### src/rtl/lift_ctrl_nfloor.sv
// lift_ctrl_nfloor
//   N-floor lift controller. It latches call requests into a pending vector
//   and serves them in SCAN order: it keeps its direction while calls lie
//   ahead and reverses otherwise. Floor-to-floor travel time and door dwell
//   time are counted internally. The controller also supports a door
//   obstruction hold and an emergency stop.
//
// Ports
//   clk           rising-edge clock
//   rst           asynchronous, active-high reset
//   call_req      per-floor call request (level or pulse)
//   door_obstruct keep door open, reloads dwell timer
//   estop         emergency stop (level)
//   cur_floor     current floor index
//   dir_up        1 = up / last moved up, 0 = down
//   moving        car travelling between floors
//   door_open     door open command
//   arrive        one-cycle pulse when cur_floor changes
//   halted        high while emergency-stopped
//   call_pending  latched, unserved calls
//
// state  | meaning
// IDLE   | parked, doors closed, waiting for a call
// MOVE   | travelling one floor at a time in dir_up direction
// DOOR   | doors open at cur_floor, dwell timer running
// HALT   | emergency stop, everything frozen
module lift_ctrl_nfloor #(
  parameter int NUM_FLOORS = 4,
  parameter int MOVE_TICKS = 8,
  parameter int DOOR_TICKS = 16,
  localparam int FW   = ($clog2(NUM_FLOORS) > 1) ? $clog2(NUM_FLOORS) : 1,
  localparam int MAXT = (MOVE_TICKS > DOOR_TICKS) ? MOVE_TICKS : DOOR_TICKS,
  localparam int TW   = $clog2(MAXT + 1)
) (
  input  logic                  clk,
  input  logic                  rst,
  input  logic [NUM_FLOORS-1:0] call_req,
  input  logic                  door_obstruct,
  input  logic                  estop,
  output logic [FW-1:0]         cur_floor,
  output logic                  dir_up,
  output logic                  moving,
  output logic                  door_open,
  output logic                  arrive,
  output logic                  halted,
  output logic [NUM_FLOORS-1:0] call_pending
);

  typedef enum logic [1:0] {S_IDLE, S_MOVE, S_DOOR, S_HALT} state_t;

  localparam logic [TW-1:0] MOVE_LOAD = TW'(MOVE_TICKS - 1);
  localparam logic [TW-1:0] DOOR_LOAD = TW'(DOOR_TICKS - 1);
  localparam logic [FW-1:0] TOP       = FW'(NUM_FLOORS - 1);

  state_t                state;
  logic [TW-1:0]         timer;
  logic                  above, below, ahead, behind;
  logic [FW-1:0]         next_floor;
  logic [NUM_FLOORS-1:0] cur_mask, next_mask;
  logic                  req_here;

  always_comb begin
    above = 1'b0;
    below = 1'b0;
    for (int i = 0; i < NUM_FLOORS; i++) begin
      if (i > int'(cur_floor)) above = above | call_pending[i];
      if (i < int'(cur_floor)) below = below | call_pending[i];
    end
    ahead  = dir_up ? above : below;
    behind = dir_up ? below : above;

    // Saturate at the end floors so the car can never wrap.
    next_floor = cur_floor;
    if (dir_up && cur_floor != TOP)
      next_floor = cur_floor + FW'(1);
    else if (!dir_up && cur_floor != '0)
      next_floor = cur_floor - FW'(1);

    cur_mask             = '0;
    cur_mask[cur_floor]  = 1'b1;
    next_mask            = '0;
    next_mask[next_floor] = 1'b1;
    req_here             = call_req[cur_floor];
  end

  always_ff @(posedge clk or posedge rst) begin
    if (rst) begin
      state        <= S_IDLE;
      timer        <= '0;
      cur_floor    <= '0;
      dir_up       <= 1'b1;
      moving       <= 1'b0;
      door_open    <= 1'b0;
      arrive       <= 1'b0;
      halted       <= 1'b0;
      call_pending <= '0;
    end else begin
      arrive <= 1'b0;
      if (state != S_HALT && estop) begin
        // Door state is held; any partial move is abandoned.
        state        <= S_HALT;
        moving       <= 1'b0;
        halted       <= 1'b1;
        call_pending <= call_pending | call_req;
      end else begin
        case (state)
          S_HALT: begin
            if (!estop) begin
              state     <= S_IDLE;
              halted    <= 1'b0;
              door_open <= 1'b0;
              timer     <= '0;
            end
          end

          S_IDLE: begin
            if (req_here || call_pending[cur_floor]) begin
              state        <= S_DOOR;
              door_open    <= 1'b1;
              timer        <= DOOR_LOAD;
              call_pending <= (call_pending | call_req) & ~cur_mask;
            end else begin
              call_pending <= call_pending | call_req;
              if (ahead || behind) begin
                state  <= S_MOVE;
                moving <= 1'b1;
                timer  <= MOVE_LOAD;
                if (!ahead) dir_up <= ~dir_up;
              end
            end
          end

          S_MOVE: begin
            if (timer == '0) begin
              cur_floor <= next_floor;
              arrive    <= (next_floor != cur_floor);
              if (call_pending[next_floor]) begin
                state        <= S_DOOR;
                moving       <= 1'b0;
                door_open    <= 1'b1;
                timer        <= DOOR_LOAD;
                // Clear beats a simultaneous new request for the same floor.
                call_pending <= (call_pending | call_req) & ~next_mask;
              end else begin
                timer        <= MOVE_LOAD;
                call_pending <= call_pending | call_req;
              end
            end else begin
              timer        <= timer - TW'(1);
              call_pending <= call_pending | call_req;
            end
          end

          S_DOOR: begin
            // A request at this floor is served by keeping the door open.
            call_pending <= call_pending | (call_req & ~cur_mask);
            if (door_obstruct || req_here) begin
              timer <= DOOR_LOAD;
            end else if (timer != '0) begin
              timer <= timer - TW'(1);
            end else begin
              door_open <= 1'b0;
              if (ahead || behind) begin
                state  <= S_MOVE;
                moving <= 1'b1;
                timer  <= MOVE_LOAD;
                if (!ahead) dir_up <= ~dir_up;
              end else begin
                state <= S_IDLE;
              end
            end
          end

          default: state <= S_IDLE;
        endcase
      end
    end
  end

  assert property (@(posedge clk) disable iff (rst) !(moving && door_open));

endmodule

### config.mk
export PLATFORM = sky130hd
export DESIGN_NAME = lift_ctrl_nfloor
export DESIGN_NICKNAME = d
export VERILOG_FILES = /design/src/rtl/lift_ctrl_nfloor.sv
export SDC_FILE = /design/constraint.sdc
export NUM_CORES = 1
export LEC_CHECK = 0
export CAP_MARGIN = 40
export CORE_UTILIZATION = 40
export CTS_CLUSTER_SIZE = 14
export DETAILED_ROUTE_END_ITERATION = 10
export PLACE_DENSITY = 0.61
export SETUP_SLACK_MARGIN = 0.2
export SLEW_MARGIN = 20
export SYNTH_ARGS = -nofsm -noshare
export SYNTH_HDL_FRONTEND = slang
export SYNTH_SLANG_ARGS = --single-unit
### constraint.sdc
create_clock -name clk -period 3.3 [get_ports clk]
set_clock_uncertainty 0.05 [all_clocks]
set_input_delay 0.66 -clock clk [delete_from_list [all_inputs] [get_ports clk]]
set_output_delay 0.66 -clock clk [all_outputs]
set_load 0.02 [all_outputs]
Word level (Yosys, flattened, before mapping)

Index checks and enable logic that the tools add are counted.

Flip-flop bits (word level): 18
Bits in latches: 0
Bits in writable memories: 0
ROM bits: 0
Logic and storage cells: 148
Memories kept: 0

Add/sub/neg operators: 3
Multiply operators: 0
Div/mod/pow operators: 0
$lt $le $gt $ge: 10
Eq/ne operators: 21
Shift-type cells: 0
Mux-type cells: 69
Bitwise logic cells: 13
Reductions and logical operators: 23

Operator list:

| cell                                                       | number |
|---|---|
| 2-to-1 mux 1 bit                                           | 37 |
| 2-to-1 mux 5 bit                                           | 6 |
| 2-to-1 mux 2 bit                                           | 10 |
| 2-to-1 mux 4 bit                                           | 5 |
| case mux 5 bit (4 select lines)                            | 1 |
| inequality test 2 bit, second input constant               | 9 |
| inequality test 3 bit, second input constant               | 6 |
| AND 4 bit                                                  | 3 |
| case mux 4 bit (3 select lines)                            | 1 |
| AND reduction 6 bit                                        | 2 |
| NOT 4 bit                                                  | 2 |
| bitwise OR 4 bit                                           | 2 |
| case mux 2 bit (4 select lines)                            | 1 |
| AND reduction 7 bit                                        | 1 |
| binary-select mux 1 bit (select 2 bit)                     | 3 |
| less-than comparator 2 x 3 -> 1 bit, second input constant | 2 |
| nonzero test 2 bit                                         | 3 |
| logical AND 1 bit                                          | 5 |
| logical NOT 5 bit                                          | 1 |
| AND reduction 5 bit                                        | 1 |
| nonzero test 5 bit                                         | 1 |
| subtractor 5 x 1 -> 5 bit, second input constant           | 1 |
| demux 1 bit (select 2 bit)                                 | 2 |
| == test 2 bit, second input constant                       | 2 |
| other kinds (22)                                           | 32 |

Depth between registers and ports, before layout

Gate-level depths: netlist of the first run.

Word-level depth: 14
Depth in mapped cells: 10

Least setup slack after synthesis of the first run

No wires, ideal clock.

Kind: reg-to-reg
Start point: register cur_floor[0]
End point: register call_pending[1]
Library setup time: 0.151 ns
Data arrival time: 2.415 ns
Data required time: 3.099 ns
Setup slack: 0.684 ns
Stages on the path, launching flop included: 11
Period minus slack after synthesis: 2.616 ns
Path through: dfrtp_1 -> clkbuf_8 -> inv_2 -> ha_1 -> clkbuf_8 -> o211a_1 -> nor3_1 -> nor2_1 -> a2111oi_4 -> nand2b_1 -> a221oi_1

Longest elaborated chain between the ends: 14
Elaborated cells on any way between the ends: 36
Classes of those cells: 2 x add/sub; 4 x order compare; 1 x eq/ne; 17 x mux; 6 x bitwise; 6 x reduce/logical

Ends and longest elaborated chain:

| item                                                                         | RTL line | text |
|---|---|---|
| start: declaration                                                           | 40       | `output logic [FW-1:0] cur_floor,` |
| start signal: assignment                                                     | 135      | `cur_floor <= next_floor;` |
| branches (longest 12 deep; another with less-than comparator 2 x 3 -> 1 bit) | n/a      |  |
| case mux 4 bit (3 select lines) *                                            | 106      | `case (state)` |
| 2-to-1 mux 4 bit *                                                           | 99       | `if (state != S_HALT && estop) begin` |
| end signal: assignment                                                       | 104      | `call_pending <= call_pending \| call_req;` |
| end signal: assignment                                                       | 143      | `call_pending <= (call_pending \| call_req) & ~next_mask;` |
| end signal: assignment                                                       | 146      | `call_pending <= call_pending \| call_req;` |
| end: declaration                                                             | 46       | `output logic [NUM_FLOORS-1:0] call_pending` |

Mark *: on every way between the ends. The select of a mux whose other input is x is not followed.
A chain may end at the register's enable or synchronous reset.

Worst setup path in the final report of the first run

Ends and elaborated chain as after synthesis.

==> results of run 1 <==
## per-stage QoR
stage	hold slack, ps	worst slack [ps]
after floorplan	430	684
after global routing	487	398
final	459	588
after CTS	460	566
after detailed placement	441	424
after global placement	437	411
## final cells by class
cell class / count / area (sq um)
inverters: 15 / 56.3
multi-input cells: 158 / 1120
fillers: 406 / 2100
repair buffers: 22 / 210
clock buffers: 4 / 55.1
well taps: 50 / 62.6
flip-flops and latches: 18 / 452
## cells in the final DEF (no fill, tap or decap), types with 2 or more instances in the layout
| master | count |
|---|---|
| sky130_fd_sc_hd__a211oi_1 | 3 |
| sky130_fd_sc_hd__a21oi_1 | 22 |
| sky130_fd_sc_hd__a221o_1 | 2 |
| sky130_fd_sc_hd__a221oi_1 | 4 |
| sky130_fd_sc_hd__a22o_1 | 3 |
| sky130_fd_sc_hd__a31oi_1 | 2 |
| sky130_fd_sc_hd__a32oi_1 | 2 |
| sky130_fd_sc_hd__buf_4 | 4 |
| sky130_fd_sc_hd__clkbuf_8 | 4 |
| sky130_fd_sc_hd__clkdlybuf4s50_1 | 18 |
| sky130_fd_sc_hd__dfrtp_1 | 17 |
| sky130_fd_sc_hd__ha_1 | 14 |
| sky130_fd_sc_hd__inv_1 | 14 |
| sky130_fd_sc_hd__mux2i_1 | 2 |
| sky130_fd_sc_hd__mux4_2 | 2 |
| sky130_fd_sc_hd__nand2_1 | 12 |
| sky130_fd_sc_hd__nand2b_1 | 2 |
| sky130_fd_sc_hd__nand3_1 | 3 |
| sky130_fd_sc_hd__nor2_1 | 22 |
| sky130_fd_sc_hd__nor2b_1 | 5 |
| sky130_fd_sc_hd__nor3_1 | 5 |
| sky130_fd_sc_hd__nor3b_1 | 4 |
| sky130_fd_sc_hd__nor4b_1 | 2 |
| sky130_fd_sc_hd__o211a_1 | 3 |
| sky130_fd_sc_hd__o211ai_1 | 3 |
| sky130_fd_sc_hd__o21a_1 | 2 |
| sky130_fd_sc_hd__o21ai_0 | 12 |
| sky130_fd_sc_hd__o31ai_1 | 3 |
| sky130_fd_sc_hd__or2_2 | 2 |
| sky130_fd_sc_hd__xnor2_1 | 2 |
## flip-flops by register name, indices dropped and copies added (netlist names)
register,cells
door_open,1
call_pending,4
halted,1
moving,1
arrive,1
timer,5
cur_floor,2
state,2
dir_up,1
## cells by family (layout without fill, tap and decap cells)
kind of cell | Yosys count | after routing | synth area share [%]
adders and majority gates | 14 | 14 | 10.2
muxes | 5 | 5 | 4.45
and+or+nand+nor | 63 | 63 | 18.8
DFF | 18 | 18 | 26.4
buffers and inverters | 26 | 41 | 8.17
xor gates and xnor gates | 2 | 2 | 1.02
AOI/OAI and AO/OA | 74 | 74 | 31.0
## metal layers
metal  up-vias  routed length (um)  GRT usage [%]
met4         0                  62           6.38
met5         -                   0              0
met1       750                2140           32.4
met2        63                1870           30.3
li1        779                   -              -
met3        10                 307           3.55
## critical path: stages (launching register included)
cell,delay (ps)
sky130_fd_sc_hd__dfrtp_1,400
sky130_fd_sc_hd__inv_2,190
sky130_fd_sc_hd__ha_1,390
sky130_fd_sc_hd__or2b_2,360
sky130_fd_sc_hd__a2111oi_2,480
sky130_fd_sc_hd__a2111oi_4,50
sky130_fd_sc_hd__buf_4,190
sky130_fd_sc_hd__nand2b_1,200
sky130_fd_sc_hd__a221oi_1,290
## path summary, 6_finish.rpt
check / to / depth (start not counted) / slack, ps
setup / recovery: call_pending[1] / 8 / 590
hold / removal: halted / 1 / 460
setup reg to reg: call_pending[1] / 8 / 590
hold reg to reg: halted / 1 / 460
max in group asynchronous: call_pending[2] / 2 / 1920
min in group asynchronous: arrive / 2 / 790
## power by group
group | switching, W | leakage (nW) | internal (W)
Clock | 0.0000841 | 0.0288 | 0.000106
Sequential | 0.000116 | 0.214 | 0.000321
Combinational | 0.000955 | 0.566 | 0.000682
==> out/qor.txt, run 1 <==
OUTCOME
--------------------------------------------------------------------------------------------------------
Run status                                                                                  finished, final reports clean

GLOBAL ROUTING
--------------------------------------------------------------------------------------------------------
Antenna violations before repair                                                                       0
Vias in the first global route                                                                      1483
Total gr overflow                                                                                      0
Pin count of the biggest net entering global routing                                                  19
First-pass GRT wire length                                                                       7310 um
Total global routing track utilization                                                             21.4%

YOSYS
--------------------------------------------------------------------------------------------------------
Fraction of the yosys area taken by sequential cells                                               26.4%
Share of synthesized flip-flops with an asynchronous set or reset                                   100%
Post-synthesis average cell area                                                              8.49 sq um
Synth Net Count                                                                                      224
Number of synthesized register bits                                                                   18
Cell type with the highest aggregate area in the netlist                                    sky130_fd_sc_hd__dfrtp_1
Mapped Cells                                                                                         202
Main synth FF type                                                                          sky130_fd_sc_hd__dfrtp_1
Syn. warnings                                                                                          0
Commonest cells in the netlist                                                              sky130_fd_sc_hd__a21oi_1, sky130_fd_sc_hd__nor2_1, sky130_fd_sc_hd__dfrtp_1
Dominant cells by area after synthesis                                                      sky130_fd_sc_hd__dfrtp_1, sky130_fd_sc_hd__ha_1, sky130_fd_sc_hd__a21oi_1, sky130_fd_sc_hd__nor2_1, sky130_fd_sc_hd__o21ai_0
Area share of the leading cell type in the synthesized netlist                                     24.8%
Number of distinct library cells after synthesis                                                      54
Post-synth EDFFs                                                                                       0
Area of the mapped netlist                                                                  0.00171 sq mm

DIE
--------------------------------------------------------------------------------------------------------
Core area                                                                                   0.00406 sq mm
Placement Rows                                                                                        23
Effective utilization at floorplan                                                                 42.2%
Number of top-level pins                                                                              19
Die Height                                                                                       67.5 um
Die area                                                                                    0.00455 sq mm
Horizontal die dimension                                                                         67.5 um

SETUP PATH
--------------------------------------------------------------------------------------------------------
Crit Path Class                                                                             flop to flop
Critical Path Source Type                                                                           flop
Worst setup path startpoint                                                                 cur_floor[0]
Required time at the endpoint of the critical path                                               3400 ps
Largest driver fanout on the critical path                                                            10
Worst endpoint data arrival time                                                                 2810 ps
Worst Setup End Kind                                                                                flop
R2R Path Start                                                                              cur_floor[0]

CELLS AND AREA
--------------------------------------------------------------------------------------------------------
Proportion of layout cells with a drive suffix above 1                                             10.6%
Fraction of the core area covered by cells at the end of the flow                                  48.3%
Total non-filler cell area in the finished layout                                           0.00196 sq mm
Final std cells w/o fill                                                                             267
Synthesis-to-finish area growth                                                                    14.2%
Nets                                                                                                 240
Total inserted antenna cells                                                                           0

POWER AND IR DROP
--------------------------------------------------------------------------------------------------------
Maximum VDD drop                                                                              0.000554 V
Final Power                                                                                    0.00226 W
Ratio of total power to cell area                                                           1160 mW/mm^2
Leakage                                                                                         0.809 nW

DRT
--------------------------------------------------------------------------------------------------------
Average wire per standard cell                                                                   16.4 um
Iteration-0 DRC count of the detailed router                                                         138
Routed wire length                                                                               4380 um
Number of vias per cell after detailed routing                                                      6.00
Number of vias in the routed layout                                                                 1602
Number of design rule violations left after detail routing                                             0
Detailed-router iteration count before antenna repair                                                  6
Antenna Violating Nets Remaining                                                                       0

CLOCK TREE
--------------------------------------------------------------------------------------------------------
Clock Sinks                                                                                           18
Clock network latency to the later pin of the worst-skew pair                                     260 ps
Post_cts resized                                                                                       0
Buffer levels on the longest clock path                                                                2
Post-CTS clock slew at the launch and capture registers of the worst setup and hold paths          80 ps
Count of buffers added by post-CTS timing repair for setup                                             0
Clock root buffer master                                                                    sky130_fd_sc_hd__clkbuf_8
Hold Buf Count CTS                                                                                     0
H-tree depth reported by CTS                                                                           1
Number of clock buffers inserted by TritonCTS                                                          3
CTS tree                                                                                            done

TIMING
--------------------------------------------------------------------------------------------------------
Fmax achieved                                                                                    369 MHz
Total negative slack for setup checks                                                               0 ps
Fin. Hold Viols                                                                                        0
Share of the cycle needed by the critical path after routing                                       82.2%
Final setup violation count                                                                            0
Max Slew Vio Count                                                                                     0
Max transition margin                                                                              48.1%
RSZ-0062 raised after global routing                                                                  no
Final worst path period need                                                                     2710 ps
Slew @ Worst Pin                                                                                  777 ps

WORST HOLD PATH
--------------------------------------------------------------------------------------------------------
Hold path startpoint                                                                              halted
Kind of path behind the tightest hold check                                                 flop to flop

RUN
--------------------------------------------------------------------------------------------------------
Max Cap Viol                                                                                           0

PLACEMENT
--------------------------------------------------------------------------------------------------------
Routability-driven placement congestion ratio                                                      0.902
Cell Count Post-Placement                                                                            263
Count of buffers inserted at the top-level ports                                                      18
Area after DPL                                                                              0.00190 sq mm
Half-perimeter wire length after detailed placement                                              3220 um

Power figures use the tool's default switching activity.
==> inputs of run 2 (changes only) <==
--- a/config.mk
+++ b/config.mk
@@ -9,7 +9,7 @@
 export CORE_UTILIZATION = 40
 export CTS_CLUSTER_SIZE = 14
 export DETAILED_ROUTE_END_ITERATION = 10
-export PLACE_DENSITY = 0.61
+export PLACE_DENSITY = 0.63
 export SETUP_SLACK_MARGIN = 0.2
 export SLEW_MARGIN = 20
 export SYNTH_ARGS = -nofsm -noshare
==> constraint.sdc (replaced) <==
create_clock -name clk -period 2.3 [get_ports clk]
set_clock_uncertainty 0.05 [all_clocks]
set_input_delay 0.46 -clock clk [delete_from_list [all_inputs] [get_ports clk]]
set_output_delay 0.46 -clock clk [all_outputs]
set_load 0.02 [all_outputs]
==> run 2 against run 1 <==
  * The flow now finishes with violations (setup timing)
  * Final cell count grew 19%
  * Global-route usage grew 4.1 points
  * Sequential share of layout area shrank 5.9 points
  * Critical path type unchanged
  * Clock-buffer cell count is the same
  * Critical endpoint is now state[0]
==> out/qor.txt, run 2 (synthesis gave the netlist of run 1 again) <==
CELLS AND AREA
--------------------------------------------------------------------------------------------------------
Total non-filler cell area in the finished layout                                           0.00264 sq mm
Synthesis-to-finish area growth                                                                    54.2%
Registers with the most flip-flops                                                          timer (5), call_pending (4)
Most frequent standard cell in the layout excluding fill and tap cells                      sky130_fd_sc_hd__buf_4
Final std cells w/o fill                                                                             318
Largest reg by FF count                                                                            timer
Nets                                                                                                 291
Multi-input logic area                                                                      0.00138 sq mm
Number of flip-flops under the largest register name                                                   5
Proportion of layout cells with a drive suffix above 1                                             43.3%
# fillers                                                                                            302
Commonest non-fill, non-tap cells in the layout                                             sky130_fd_sc_hd__buf_4, sky130_fd_sc_hd__a21oi_1, sky130_fd_sc_hd__nor2_1, sky130_fd_sc_hd__dfrtp_1, sky130_fd_sc_hd__clkdlybuf4s50_1
Total inserted antenna cells                                                                           0
Sequential cell area in the final layout                                                       454 sq um

PLACEMENT
--------------------------------------------------------------------------------------------------------
Worst slack, placed                                                                              -207 ps
Cell Count Post-Placement                                                                            300
Count of buffers inserted at the top-level ports                                                      18
Half-perimeter wire length after detailed placement                                              3860 um
Area after DPL                                                                              0.00224 sq mm
Routability-driven placement congestion ratio                                                      0.944

GLOBAL ROUTING
--------------------------------------------------------------------------------------------------------
First-pass GRT wire length                                                                       8650 um
Antenna violations before repair                                                                       0
Vias in the first global route                                                                      1747
Pin count of the biggest net entering global routing                                                  12
Total global routing track utilization                                                             25.5%
Total gr overflow                                                                                      0

WORST HOLD PATH
--------------------------------------------------------------------------------------------------------
Kind of path behind the tightest hold check                                                 input port to asynchronous set/reset pin

SETUP PATH
--------------------------------------------------------------------------------------------------------
Count of cells along the worst register-to-register path                                               9
Worst endpoint data arrival time                                                                 2410 ps
Required time at the endpoint of the critical path                                               2390 ps
Crit Path Class                                                                             flop to flop
Critical Path Source Type                                                                           flop
Worst Setup End Kind                                                                                flop
Largest driver fanout on the critical path                                                             9

POWER AND IR DROP
--------------------------------------------------------------------------------------------------------
Ratio of total power to cell area                                                           1780 mW/mm^2
Seq pwr share                                                                                      13.7%
Internal                                                                                       0.00247 W
Clock group share of total power                                                                    6.0%
Maximum VDD drop                                                                              0.000832 V
Reported net switching power                                                                   0.00222 W
Leakage                                                                                          1.11 nW
Sw frac                                                                                            47.3%
Combinational share of power                                                                       80.3%

DIE
--------------------------------------------------------------------------------------------------------
Number of top-level pins                                                                              19
Horizontal die dimension                                                                         67.5 um
Placement Rows                                                                                        23
Die Height                                                                                       67.5 um
Effective utilization at floorplan                                                                 42.2%
Die area                                                                                    0.00455 sq mm
Core area                                                                                   0.00406 sq mm

DRT
--------------------------------------------------------------------------------------------------------
Total length of routed met2 wires                                                                2660 um
Number of vias in the routed layout                                                                 1911
Antenna Violating Nets Remaining                                                                       0
Detailed-router iteration count before antenna repair                                                  4
Met3 wirelength from detailed routing                                                             361 um
Average wire per standard cell                                                                   17.8 um
Number of vias per cell after detailed routing                                                      6.01
Metal1 wirelength                                                                                2490 um
Number of design rule violations left after detail routing                                             0
Iteration-0 DRC count of the detailed router                                                         113
Routed wire length                                                                               5670 um
Topmost layer with routed signal wires                                                              met4

TIMING
--------------------------------------------------------------------------------------------------------
Share of the cycle needed by the critical path after routing                                        101%
Final worst path period need                                                                     2320 ps
Fmax achieved                                                                                    431 MHz
Worst-case hold slack                                                                             469 ps
Min setup slack post-route                                                                      -19.5 ps
Fin. Hold Viols                                                                                        0
RSZ-0062 raised after global routing                                                                 yes
Max Slew Vio Count                                                                                     0
Max transition margin                                                                              64.8%
Final setup violation count                                                                            2
Slew @ Worst Pin                                                                                  527 ps

CLOCK TREE
--------------------------------------------------------------------------------------------------------
CTS tree                                                                                            done
Clock network latency to the later pin of the worst-skew pair                                     260 ps
Clock root buffer master                                                                    sky130_fd_sc_hd__clkbuf_8
Hold Buf Count CTS                                                                                     0
Post-CTS clock slew at the launch and capture registers of the worst setup and hold paths          80 ps
Buffer levels on the longest clock path                                                                2
Number of clock buffers inserted by TritonCTS                                                          3
H-tree depth reported by CTS                                                                           1
Clock Sinks                                                                                           18

OUTCOME
--------------------------------------------------------------------------------------------------------
Failing checks                                                                              setup timing
Run status                                                                                  finished, violations left

RUN
--------------------------------------------------------------------------------------------------------
Max Cap Viol                                                                                           0

==> run 2: cell types whose count changed in the layout (fill, tap and decap cells not counted), sizes merged <==
| cell | before | now |
|---|---|---|
| clkdlybuf4s50 | 18 | 15 |
| dlygate4sd2 | 0 | 3 |
| buf | 4 | 55 |
==> run 2: area by class of cell <==
type | instances | area share [%]
timing repair buffer | 73 | 23.6
multi-input combinational | 158 | 52.4
tap | 50 | 2.37
inverter | 15 | 2.41
clock buffer | 4 | 2.08
sequential | 18 | 17.2
==> run 2: worst max-delay path, stage by stage, from the launching register on <==
cell,delay (ps)
sky130_fd_sc_hd__dfrtp_2,460
sky130_fd_sc_hd__buf_4,160
sky130_fd_sc_hd__ha_4,190
sky130_fd_sc_hd__nor3b_2,170
sky130_fd_sc_hd__a31oi_1,250
sky130_fd_sc_hd__o31ai_2,140
sky130_fd_sc_hd__a2111oi_4,320
sky130_fd_sc_hd__buf_4,220
sky130_fd_sc_hd__nand2b_4,150
sky130_fd_sc_hd__a32oi_1,90
==> run 2: what timing repair did <==
action                                  CTS  global route
setup buffers                             7             7
endpoints found under the setup margin   18            16
pin swaps                                15            15
gates resized for setup                  41            23
==> run 2: routing by layer <==
metal,track usage [%],vias to the layer above
met3,2.70,22
met2,38.9,85
met5,0,-
li1,-,881
met4,9.31,0
met1,36.7,923
==> run 2: worst paths after layout <==
kind	startpoint	end	slack [ps]
max	cur_floor[0]	state[0]	-20
min	rst	cur_floor[0]	470
max reg2reg	cur_floor[0]	state[0]	-20
min reg2reg	door_open	door_open	470
max in group asynchronous	rst	dir_up	1120
min in group clk	door_open	door_open	470
==> run 2: power by group through the flow <==
stage          logic, W  registers (W)  clock network (W)
2_1_floorplan   0.00177       0.000720                  0
3_3_place_gp    0.00291       0.000631                  0
3_5_place_dp    0.00291       0.000632                  0
4_1_cts         0.00335       0.000633           0.000279
5_1_grt         0.00401       0.000659           0.000295
6_report        0.00377       0.000643           0.000280
==> run 2: through the flow <==
| stage | setup TNS (ps) | total power (W) | util, % |
|---|---|---|---|
| 3_3_place_gp | -1410 | 0.00354 | 55.3 |
| 2_1_floorplan | -107 | 0.00249 | - |
| 6_report | -23.2 | 0.00469 | 65.1 |
| 5_1_grt | -400 | 0.00496 | 65.1 |
| 3_5_place_dp | -1380 | 0.00354 | 55.3 |
| 4_1_cts | 0 | 0.00426 | 61.5 |
==> inputs of run 3 (changes only) <==
--- a/config.mk
+++ b/config.mk
@@ -9,9 +9,10 @@
 export CORE_UTILIZATION = 40
 export CTS_CLUSTER_SIZE = 14
 export DETAILED_ROUTE_END_ITERATION = 10
-export PLACE_DENSITY = 0.63
+export PLACE_DENSITY = 0.62
 export SETUP_SLACK_MARGIN = 0.2
 export SLEW_MARGIN = 20
 export SYNTH_ARGS = -nofsm -noshare
 export SYNTH_HDL_FRONTEND = slang
 export SYNTH_SLANG_ARGS = --single-unit
+export TNS_END_PERCENT = 30
==> run 3 against run 2 <==
  * The flow still finishes with violations (setup timing)
  * Die area unchanged
  * Global-route usage down 0.23 points
  * Sequential share of layout area up 0.69 points
  * Non-clock buffer count down 9
  * Wire length down 2.3%
  * Worst hold slack worse by 7.3 ps
  * Clock-buffer cell count unchanged
  * First-iteration DRC count up 26%
  * Cell area down 3.9%
  * Largest cell class unchanged
==> out/qor.txt, run 3 (synthesis gave the netlist of run 1 again) <==
SETUP PATH
--------------------------------------------------------------------------------------------------------
Cells along the critical path                                                               inv_8 > buf_6 > ha_4 > or2b_4 > a2111oi_4 > a2111oi_4 > buf_6 > nand2b_4 > a221oi_2
Largest driver fanout on the critical path                                                             8
Delay-heaviest family, CP                                                                   compound AO/OA/AOI/OAI gates
Max stage delay on crit path                                                                      480 ps
Required time at the endpoint of the critical path                                               2420 ps
Worst endpoint data arrival time                                                                 2480 ps
Worst Setup End Kind                                                                                flop
R2R setup slack                                                                                   -50 ps
Crit Path Class                                                                             flop to flop
WP buf/inv                                                                                             3
Critical Path Source Type                                                                           flop
Critical path's slowest cell                                                                sky130_fd_sc_hd__dfrtp_2

CLOCK TREE
--------------------------------------------------------------------------------------------------------
Post-CTS clock slew at the launch and capture registers of the worst setup and hold paths          80 ps
CTS tree                                                                                            done
Clock Sinks                                                                                           18
Clock root buffer master                                                                    sky130_fd_sc_hd__clkbuf_8
Number of clock buffers inserted by TritonCTS                                                          3
H-tree depth reported by CTS                                                                           1
Clock network latency to the later pin of the worst-skew pair                                     270 ps
Buffer levels on the longest clock path                                                                2

CELLS AND AREA
--------------------------------------------------------------------------------------------------------
Synthesis-to-finish area growth                                                                    48.2%
# fillers                                                                                            333
Final std cells w/o fill                                                                             309
Most frequent standard cell in the layout excluding fill and tap cells                      sky130_fd_sc_hd__buf_4
Registers with the most flip-flops                                                          timer (5), call_pending (4)
Proportion of layout cells with a drive suffix above 1                                             38.6%
Largest reg by FF count                                                                            timer
Nets                                                                                                 282
Total inserted antenna cells                                                                           0
Commonest non-fill, non-tap cells in the layout                                             sky130_fd_sc_hd__buf_4, sky130_fd_sc_hd__a21oi_1, sky130_fd_sc_hd__nor2_1, sky130_fd_sc_hd__clkdlybuf4s50_1, sky130_fd_sc_hd__dfrtp_1
Number of flip-flops under the largest register name                                                   5

TIMING
--------------------------------------------------------------------------------------------------------
Fin. Hold Viols                                                                                        0
Final setup violation count                                                                            3
RSZ-0062 raised after global routing                                                                 yes
Total negative slack for setup checks                                                           -54.4 ps
Final worst path period need                                                                     2350 ps
Worst-case hold slack                                                                             461 ps
Max Slew Vio Count                                                                                     0
Min setup slack post-route                                                                      -50.8 ps
Max transition margin                                                                              65.7%
Fmax achieved                                                                                    425 MHz
Slew @ Worst Pin                                                                                  514 ps
Share of the cycle needed by the critical path after routing                                        102%

DRT
--------------------------------------------------------------------------------------------------------
Iteration-0 DRC count of the detailed router                                                         142
Number of design rule violations left after detail routing                                             0
Number of vias per cell after detailed routing                                                      5.95
Antenna Violating Nets Remaining                                                                       0
Routed wire length                                                                               5540 um
Detailed-router iteration count before antenna repair                                                  4
Average wire per standard cell                                                                   17.9 um
Number of vias in the routed layout                                                                 1838

WORST HOLD PATH
--------------------------------------------------------------------------------------------------------
Kind of path behind the tightest hold check                                                 input port to asynchronous set/reset pin

POWER AND IR DROP
--------------------------------------------------------------------------------------------------------
Leakage                                                                                          1.05 nW
Maximum VDD drop                                                                              0.000927 V
Final Power                                                                                    0.00441 W
Ratio of total power to cell area                                                           1740 mW/mm^2

OUTCOME
--------------------------------------------------------------------------------------------------------
Run status                                                                                  finished, violations left
Failing checks                                                                              setup timing

GLOBAL ROUTING
--------------------------------------------------------------------------------------------------------
Total gr overflow                                                                                      0
First-pass GRT wire length                                                                       8390 um
Antenna violations before repair                                                                       0
Total global routing track utilization                                                             25.3%
Vias in the first global route                                                                      1722
Pin count of the biggest net entering global routing                                                  16

PLACEMENT
--------------------------------------------------------------------------------------------------------
Routability-driven placement congestion ratio                                                      0.920
Half-perimeter wire length after detailed placement                                              3980 um
Count of buffers inserted at the top-level ports                                                      18
Worst slack, placed                                                                              -241 ps
Cell Count Post-Placement                                                                            297

DIE
--------------------------------------------------------------------------------------------------------
Die Height                                                                                       67.5 um
Number of top-level pins                                                                              19
Placement Rows                                                                                        23
Die area                                                                                    0.00455 sq mm
Effective utilization at floorplan                                                                 42.2%
Horizontal die dimension                                                                         67.5 um
Core area                                                                                   0.00406 sq mm

RUN
--------------------------------------------------------------------------------------------------------
Max Cap Viol                                                                                           0

run 3: cell count changes in the layout (fill, tap and decap cells not counted), moves of 2 or more:
cell | previous run | this run
sky130_fd_sc_hd__buf_4 | 46 | 42
sky130_fd_sc_hd__o21ai_1 | 4 | 2
sky130_fd_sc_hd__a21oi_1 | 20 | 22
sky130_fd_sc_hd__clkdlybuf4s50_1 | 15 | 17
sky130_fd_sc_hd__nand2_2 | 4 | 1
sky130_fd_sc_hd__nor3b_2 | 2 | 0
sky130_fd_sc_hd__buf_6 | 9 | 4
sky130_fd_sc_hd__dlygate4sd2_1 | 3 | 1
sky130_fd_sc_hd__a21oi_2 | 3 | 1
sky130_fd_sc_hd__nand2_1 | 8 | 11
sky130_fd_sc_hd__o21ai_0 | 5 | 7
sky130_fd_sc_hd__nor3b_1 | 2 | 4
run 3: cell type report:
type	count	area (sq um)	share of cell area, %
multi-input combinational	158	1370	53.7
timing repair buffer	64	539	21.2
clock buffer	4	55.1	2.17
inverter	15	63.8	2.51
sequential	18	454	17.9
tap	50	62.6	2.46
run 3: metrics by stage:
stage / cell area, sq um / utilization (%)
after floorplan: 1780 / -
after global placement: 2220 / 54.6
after detailed placement: 2220 / 54.6
after CTS: 2370 / 58.5
after global routing: 2540 / 62.6
final: 2540 / 62.6
run 3: per-layer routing:
| layer | vias up | track usage (%) | wire length (um) | part of all wire [%] |
|---|---|---|---|---|
| met5 | - | 0 | 0 | 0 |
| met4 | 0 | 9.04 | 142 | 2.6 |
| met3 | 16 | 4.73 | 510 | 9.2 |
| met2 | 94 | 39.2 | 2550 | 46 |
| met1 | 864 | 34.6 | 2340 | 42 |
| li1 | 864 | - | - | - |
run 3: report_power, final:
part           internal (W)  leakage, nW  switching [W]
Clock              0.000153       0.0288       0.000126
Combinational       0.00166        0.813        0.00184
Sequential         0.000465        0.212       0.000171
run 3: worst register-to-register path, delay by kind of cell, from the launching register on:
family	cells	cell delay, ps
adder cells (fa/ha/maj)	1	160
buffers and inverters	3	330
flip-flops	1	480
AND/OR/NAND/NOR	2	460
AO/OA/AOI/OAI	3	770
run 3: timing repair:
item	CTS	global route
resized for setup	21	28
pin swaps	8	15
endpoints found under the setup margin	18	16
hold buffers	0	0
hold endpoints to repair	0	0
setup buffers	2	6
run 3: worst paths after layout:
path / startpoint / endpoint / depth (start not counted)
max: cur_floor[0] / call_pending[1] / 9
min: rst / arrive / 2
max reg2reg: cur_floor[0] / call_pending[1] / 9
min reg2reg: halted / halted / 1
max in group asynchronous: rst / moving / 3
min in group clk: halted / halted / 1
